### config.mk
export PLATFORM = sky130hd
export DESIGN_NAME = map_ss_seq
export DESIGN_NICKNAME = d
export VERILOG_FILES = /design/src/rtl/map_ss_seq.sv
export SDC_FILE = /design/constraint.sdc
export NUM_CORES = 1
export LEC_CHECK = 0
export BUFFER_PORTS_ARGS = -buffer_cell sky130_fd_sc_hd__buf_4
export CORE_ASPECT_RATIO = 1.75
export CORE_UTILIZATION = 51
export CTS_CLUSTER_DIAMETER = 100
export DETAILED_ROUTE_END_ITERATION = 7
export PLACE_DENSITY_LB_ADDON = 0.3
export SYNTH_ARGS = -nofsm -noshare
export SYNTH_HDL_FRONTEND = slang
export SYNTH_SLANG_ARGS = --single-unit
### constraint.sdc
create_clock -name clk -period 2.4 [get_ports clk]
set_input_delay 0.12 -clock clk [delete_from_list [all_inputs] [get_ports clk]]
set_output_delay 0.12 -clock clk [all_outputs]
set_load 0.05 [all_outputs]
### src/rtl/map_ss_seq.sv
// Walks all save-state addresses once, either copying mapper state into the buffer or restoring it back.
// Every address is held for HOLD cycles so the mapper's m2-domain registers see stable address and data.
module map_ss_seq #(
    parameter int SS_LEN  = 128,
    parameter int HOLD    = 4,
    parameter int RO_ADDR = 127
) (
    input  logic       clk,
    input  logic       map_rst,
    input  logic       start,
    input  logic       dir,
    output logic       busy,
    output logic       done,
    output logic       ss_act,
    output logic       ss_we,
    output logic [7:0] ss_addr,
    output logic [7:0] ss_wdat,
    input  logic [7:0] ss_rdat,
    output logic [6:0] buf_addr,
    output logic       buf_wr,
    output logic       buf_rd,
    output logic [7:0] buf_wdat,
    input  logic [7:0] buf_rdat
);

    localparam logic [6:0] LAST    = 7'(SS_LEN - 1);
    localparam logic [6:0] RO      = 7'(RO_ADDR);
    localparam logic [3:0] HOLD_M1 = 4'(HOLD - 1);

    typedef enum logic [2:0] {
        IDLE, S_ADDR, S_WAIT, S_CAP, R_RD, R_WE, R_GAP, FIN
    } state_t;

    state_t     state, nxt;
    logic [6:0] idx, idx_nxt;
    logic       dir_q, dir_nxt;
    logic [3:0] cnt, cnt_nxt;
    logic [7:0] wdat_q, wdat_nxt;
    logic       step;

    always_ff @(posedge clk) begin
        if (map_rst) begin
            state  <= IDLE;
            idx    <= '0;
            dir_q  <= 1'b0;
            cnt    <= '0;
            wdat_q <= '0;
        end else begin
            state  <= nxt;
            idx    <= idx_nxt;
            dir_q  <= dir_nxt;
            cnt    <= cnt_nxt;
            wdat_q <= wdat_nxt;
        end
    end

    always_comb begin
        nxt      = state;
        idx_nxt  = idx;
        dir_nxt  = dir_q;
        cnt_nxt  = cnt;
        wdat_nxt = wdat_q;
        step     = 1'b0;
        busy     = (state != IDLE);
        ss_act   = (state != IDLE);
        done     = 1'b0;
        ss_we    = 1'b0;
        buf_wr   = 1'b0;
        buf_rd   = 1'b0;
        buf_wdat = '0;
        ss_wdat  = wdat_q;
        ss_addr  = (state == IDLE) ? 8'h00 : {1'b0, idx};
        buf_addr = idx;

        case (state)
            IDLE: begin
                if (start) begin
                    idx_nxt = '0;
                    dir_nxt = dir;
                    nxt     = dir ? R_RD : S_ADDR;
                end
            end
            S_ADDR: begin
                cnt_nxt = '0;
                nxt     = S_WAIT;
            end
            S_WAIT: begin
                if (cnt == HOLD_M1) nxt = S_CAP;
                else                cnt_nxt = cnt + 4'd1;
            end
            S_CAP: begin
                buf_wr   = 1'b1;
                buf_wdat = ss_rdat;
                step     = 1'b1;
            end
            R_RD: begin
                cnt_nxt = '0;
                if (idx == RO) begin
                    step = 1'b1;
                end else begin
                    buf_rd = 1'b1;
                    nxt    = R_WE;
                end
            end
            R_WE: begin
                ss_we = 1'b1;
                // buffer data arrives on the first R_WE cycle; capture it there and hold for the burst
                if (cnt == '0) begin
                    ss_wdat  = buf_rdat;
                    wdat_nxt = buf_rdat;
                end
                if (cnt == HOLD_M1) nxt = R_GAP;
                else                cnt_nxt = cnt + 4'd1;
            end
            R_GAP: step = 1'b1;
            FIN: begin
                done = 1'b1;
                nxt  = IDLE;
            end
            default: nxt = IDLE;
        endcase

        if (step) begin
            if (idx == LAST) begin
                nxt = FIN;
            end else begin
                idx_nxt = idx + 7'd1;
                nxt     = dir_q ? R_RD : S_ADDR;
            end
        end
    end

endmodule

* Word level (Yosys, flattened, before mapping)
Index checks and enable logic that the tools add are counted.
Operators by class: $add $sub $neg 2, multipliers 0, div/mod/pow operators 0, magnitude comparators 0, equality and inequality tests 14, shift operators 0, mux-type cells 26, bitwise logic cells 0, reductions and logical operators 11
Operators by type and width (number):
- 2-to-1 mux 7 bit | 5
- 2-to-1 mux 3 bit | 8
- 2-to-1 mux 8 bit | 3
- one-hot mux 3 bit (6 select lines) | 1
- == test 3 bit (second input constant) | 4
- != test 3 bit (second input constant) | 4
- one-hot mux 4 bit (2 select lines) | 1
- adder 7 x 1 -> 7 bit (second input constant) | 1
- == test 7 bit (second input constant) | 1
- nonzero test 7 bit | 1
- == test 3 x 2 -> 1 bit (second input constant) | 2
- 2-to-1 mux 1 bit | 6
- OR reduction 2 bit | 3
- AND reduction 5 bit | 1
- adder 4 x 1 -> 4 bit (second input constant) | 1
- == test 4 x 2 -> 1 bit (second input constant) | 1
- logical NOT 4 bit | 1
- 2-to-1 mux 4 bit | 1
- AND reduction 2 bit | 2
- == test 3 x 1 -> 1 bit (second input constant) | 1
- logical NOT 3 bit | 1
- nonzero test 3 bit | 1
- != test 2 bit (second input constant) | 1
- one-hot mux 1 bit (2 select lines) | 1
- nonzero test 2 bit | 1
Storage, ports and cells: register bits after elaboration 23, latch bits 0, RAM bits 0, ROM bits 0, input bits 20, output and inout port bits 37, word-level logic and storage cells 58, memories kept 0

* Longest topological paths before layout
depth after elaboration 5, depth in mapped cells 6, depth with buffers taken out 6

* Worst setup path after synthesis
Ideal clock, no wire load.
path kind reg2out, start point register idx[0] (netlist: buf_addr[0]), end point output buf_rd, arrival 2.750 ns, data required time 2.280 ns, slack -0.470 ns, stages on the path, launching flop included 5, path buffers 0, path through dfxtp_1 -> ha_1 -> nand4_1 -> nor2_1 -> nor4b_1
Between the ends: longest elaborated chain between the ends 3
RTL lines:
- from (decl) | line 35 | logic [6:0] idx, idx_nxt;
- from (signal assigned) | line 50 | idx <= idx_nxt;
- == test 7 bit | line 98 | if (idx == RO) begin
- 2-to-1 mux 1 bit | line 98
- 2-to-1 mux 1 bit | line 75 | case (state)
- to (decl) | line 21 | output logic buf_rd,
Every way passes these cells.

* Final worst setup path
start point register state[2], end point output ss_wdat[7]
Between the ends: longest elaborated chain between the ends 2
RTL lines:
- from (decl) | line 34 | state_t state, nxt;
- from (signal assigned) | line 49 | state <= nxt;
- == test 3 bit | line 75
- 2-to-1 mux 8 bit
- to (decl) | line 17 | output logic [7:0] ss_wdat,
Every way passes these cells.

==> results.md <==
- Initial Util: 0.554
- Mapped cell area: roughly 0.0014 sq mm
- Ys flop type: dfxtp_1
- Hold Fails Final Rpt: 0
- # rows: 24
- Leakage: about 0.86 nW
- DRT Wirelength: around 3.5 mm
- CTS clk-pin slew, worst paths: 0.09 ns
- Residual DRC: 0
- Crit end category: output pin
- Die Height: between 70 and 80 microns
- Syn Inst Count: between 150 and 200
- Largest net degree at the start of global routing: 23
- Post-CTS setup buffers: 0
- Worst EP arrival: between 2 and 2.5 ns
- Port Buf Inserts: 55
- Die X: between 40 and 50 microns
- Placer Congestion: 0.816
- Top-Level Pins: 57
- First-pass GRT wire length: around 5.5 mm
- Fmax: 458 MHz
- CTS Root Cell: clkbuf_8
- Router iterations before antenna repair: 4
- # clock sinks: 23
- Final setup viols: 0
- Ant. Diodes: 0
- Worst rel slew slack: 0.559
- Count of state elements after synthesis: 23
- R2R Setup Slk: 0.56 ns
- Worst slew pin tran: 0.658 ns
- Reg2reg path depth: 6
- Area Growth Syn to Fin: 32.6%
- Later-pin clock latency in the skew report: roughly 0.27 ns
- Avg Cell Area, Syn: about 8.6 sq um
- Crit path time final: 2.18 ns
- Vias in the first global route: 1285
- Clk_skew: roughly 0.0057 ns
- Critical path peak fanout: 10
- Power Density: 503 mW/mm^2
- Core Area: around 0.0026 sq mm
- CTS tree: built
- CTS resizes: 0
- Gr usage total: 0.232
- Final TNS setup: 0 ns
- Worst hold path class: input port to register
- CTS max path bufs: 2
- Layout cells sized above 1: 0.372
- MaxCap Viol Count: 0
- Syn nets: ~190
- Worst hold path stage count: 3
- Post-DRT Antenna Nets: 0
- Startpoint class of the critical path: register
- Level count of the clock H-tree: 1
- Congestion Overflow GR: 0
- Critical path type: register to output pin
- Cell variety after synth: 48
- CP Data Required Time: ~2.3 ns
- Status: finished, final reports clean
- Initial antenna violation count: 0
- Tcrit/Tclk final: 0.910
- Hold endpoint: dir_q
- RR Startpoint: state[2]
- EDFF count, synth: 0
- Fin nets: 239
- Initial drt markers: 29
- Vias per cell: between 5 and 6
- Vias: about 1400
- RSZ-0062 raised after global routing: no
- FF-to-FF End: wdat_q[7]
- Routed WL per cell: about 14 microns
- DP Wirelength: approximately 2.6 mm
- Ys async rst share: 0
- Max-slew violation count: 0
- Hold Crit Start: dir
- Die Footprint: ~0.003 sq mm
- CTS hold repair buffers: 0
- CTS buffer count: 3
- Maximum vdd drop: 0.420 mV
- Sequential share of the synthesized area: 0.325
- Synthesis Warnings: 0
- Tot Pwr: ~940 uW
per-stage QoR:
| stage | area [sq um] | instances | util | hold WS, ns | setup slack, ns |
|---|---|---|---|---|---|
| final | 1880 | 241 | 0.735 | 0.120 | 0.216 |
| after global routing | 1880 | 241 | 0.735 | 0.149 | 0.127 |
| after CTS | 1870 | 241 | 0.733 | 0.121 | 0.148 |
| after detailed placement | 1830 | 237 | 0.715 | 0.410 | 0.348 |
| after global placement | 1830 | 237 | 0.715 | 0.404 | 0.450 |
| after floorplan | 1420 | 164 | - | 0.267 | 0.221 |
worst max-delay path by stage:
stage                           start          end  slack (ns)
after CTS                    state[0]       ss_act        0.15
after floorplan           buf_addr[0]       buf_rd        0.22
after detailed placement     state[0]  buf_addr[2]        0.35
after global placement       state[0]  buf_addr[2]        0.45
after global routing         state[2]   ss_wdat[1]        0.13
final                        state[2]   ss_wdat[7]        0.22
report_power, final:
| part | total [mW] | internal [mW] | switching (mW) |
|---|---|---|---|
| clock | 0.249 | 0.116 | 0.133 |
| combinational | 0.276 | 0.102 | 0.174 |
| sequential | 0.419 | 0.394 | 0.0246 |
| total | 0.943 | 0.612 | 0.331 |
critical path, cell delays in order (launching register included):
cell	delay, ns
dfxtp_1	0.61
buf_4	0.25
nand3b_4	0.09
inv_2	0.09
nand3_2	0.20
mux2_2	0.35
buf_4	0.19
cells by family after synthesis:
kind of cell / after synthesis / share of synthesized area
and+or+nand+nor: 71 / 0.293
other: 1 / 0.00265
AOI/OAI and AO/OA: 35 / 0.175
DFF: 23 / 0.325
muxes: 11 / 0.0849
xor gates and xnor gates: 3 / 0.0318
adders and majority gates: 3 / 0.0265
buffers and inverters: 17 / 0.0610
registers in the layout, summed over array words and instances, names as in the netlist:
name      flops
dir_q         1
buf_addr      7
state         3
cnt           4
wdat_q        8
cell type report:
class,instances,area (sq um)
clock buffer,3,41.3
tap,26,32.5
fill,211,676
timing repair buffer,58,435
multi-input combinational,124,880
clock inverter,1,5.00
inverter,6,22.5
sequential,23,460
metal layers:
layer	GRT usage	up-vias	part of all wire
met5	0	-	0
met4	0.0824	0	0.013
met3	0.0378	5	0.048
met2	0.465	45	0.56
met1	0.228	632	0.38
li1	-	669	-
synthesized netlist by cell type (2+ instances only):
cell	instances	area [sq um]
buf_4	4	30.0
a211oi_1	6	45.0
mux2_2	8	90.1
nor2_1	11	41.3
nand3_1	8	40.0
o21ai_0	4	20.0
nor2b_1	15	93.8
dfxtp_1	23	460
nand2_1	10	37.5
clkbuf_1	6	22.5
a21oi_1	9	45.0
a31oi_1	3	18.8
nand2b_1	5	31.3
mux2i_1	3	30.0
inv_1	5	18.8
and2_1	9	56.3
o22ai_1	2	12.5
ha_1	3	37.5
placed cells by master (no fill, tap or decap), types with 2 or more instances in the layout:
cell type,netlist,final
a21oi_1,9,9
ha_1,3,3
mux2i_1,3,3
o21ai_0,4,4
nand2_1,10,10
inv_1,5,5
nor2b_1,15,15
a31oi_1,3,3
a211oi_1,6,6
o22ai_1,2,2
mux2_2,8,8
clkbuf_8,0,3
nor2_1,11,11
dfxtp_1,23,23
nand2b_1,5,5
and2_1,9,9
nand3_1,8,8
buf_4,4,58
Power figures use the tool's default switching activity.
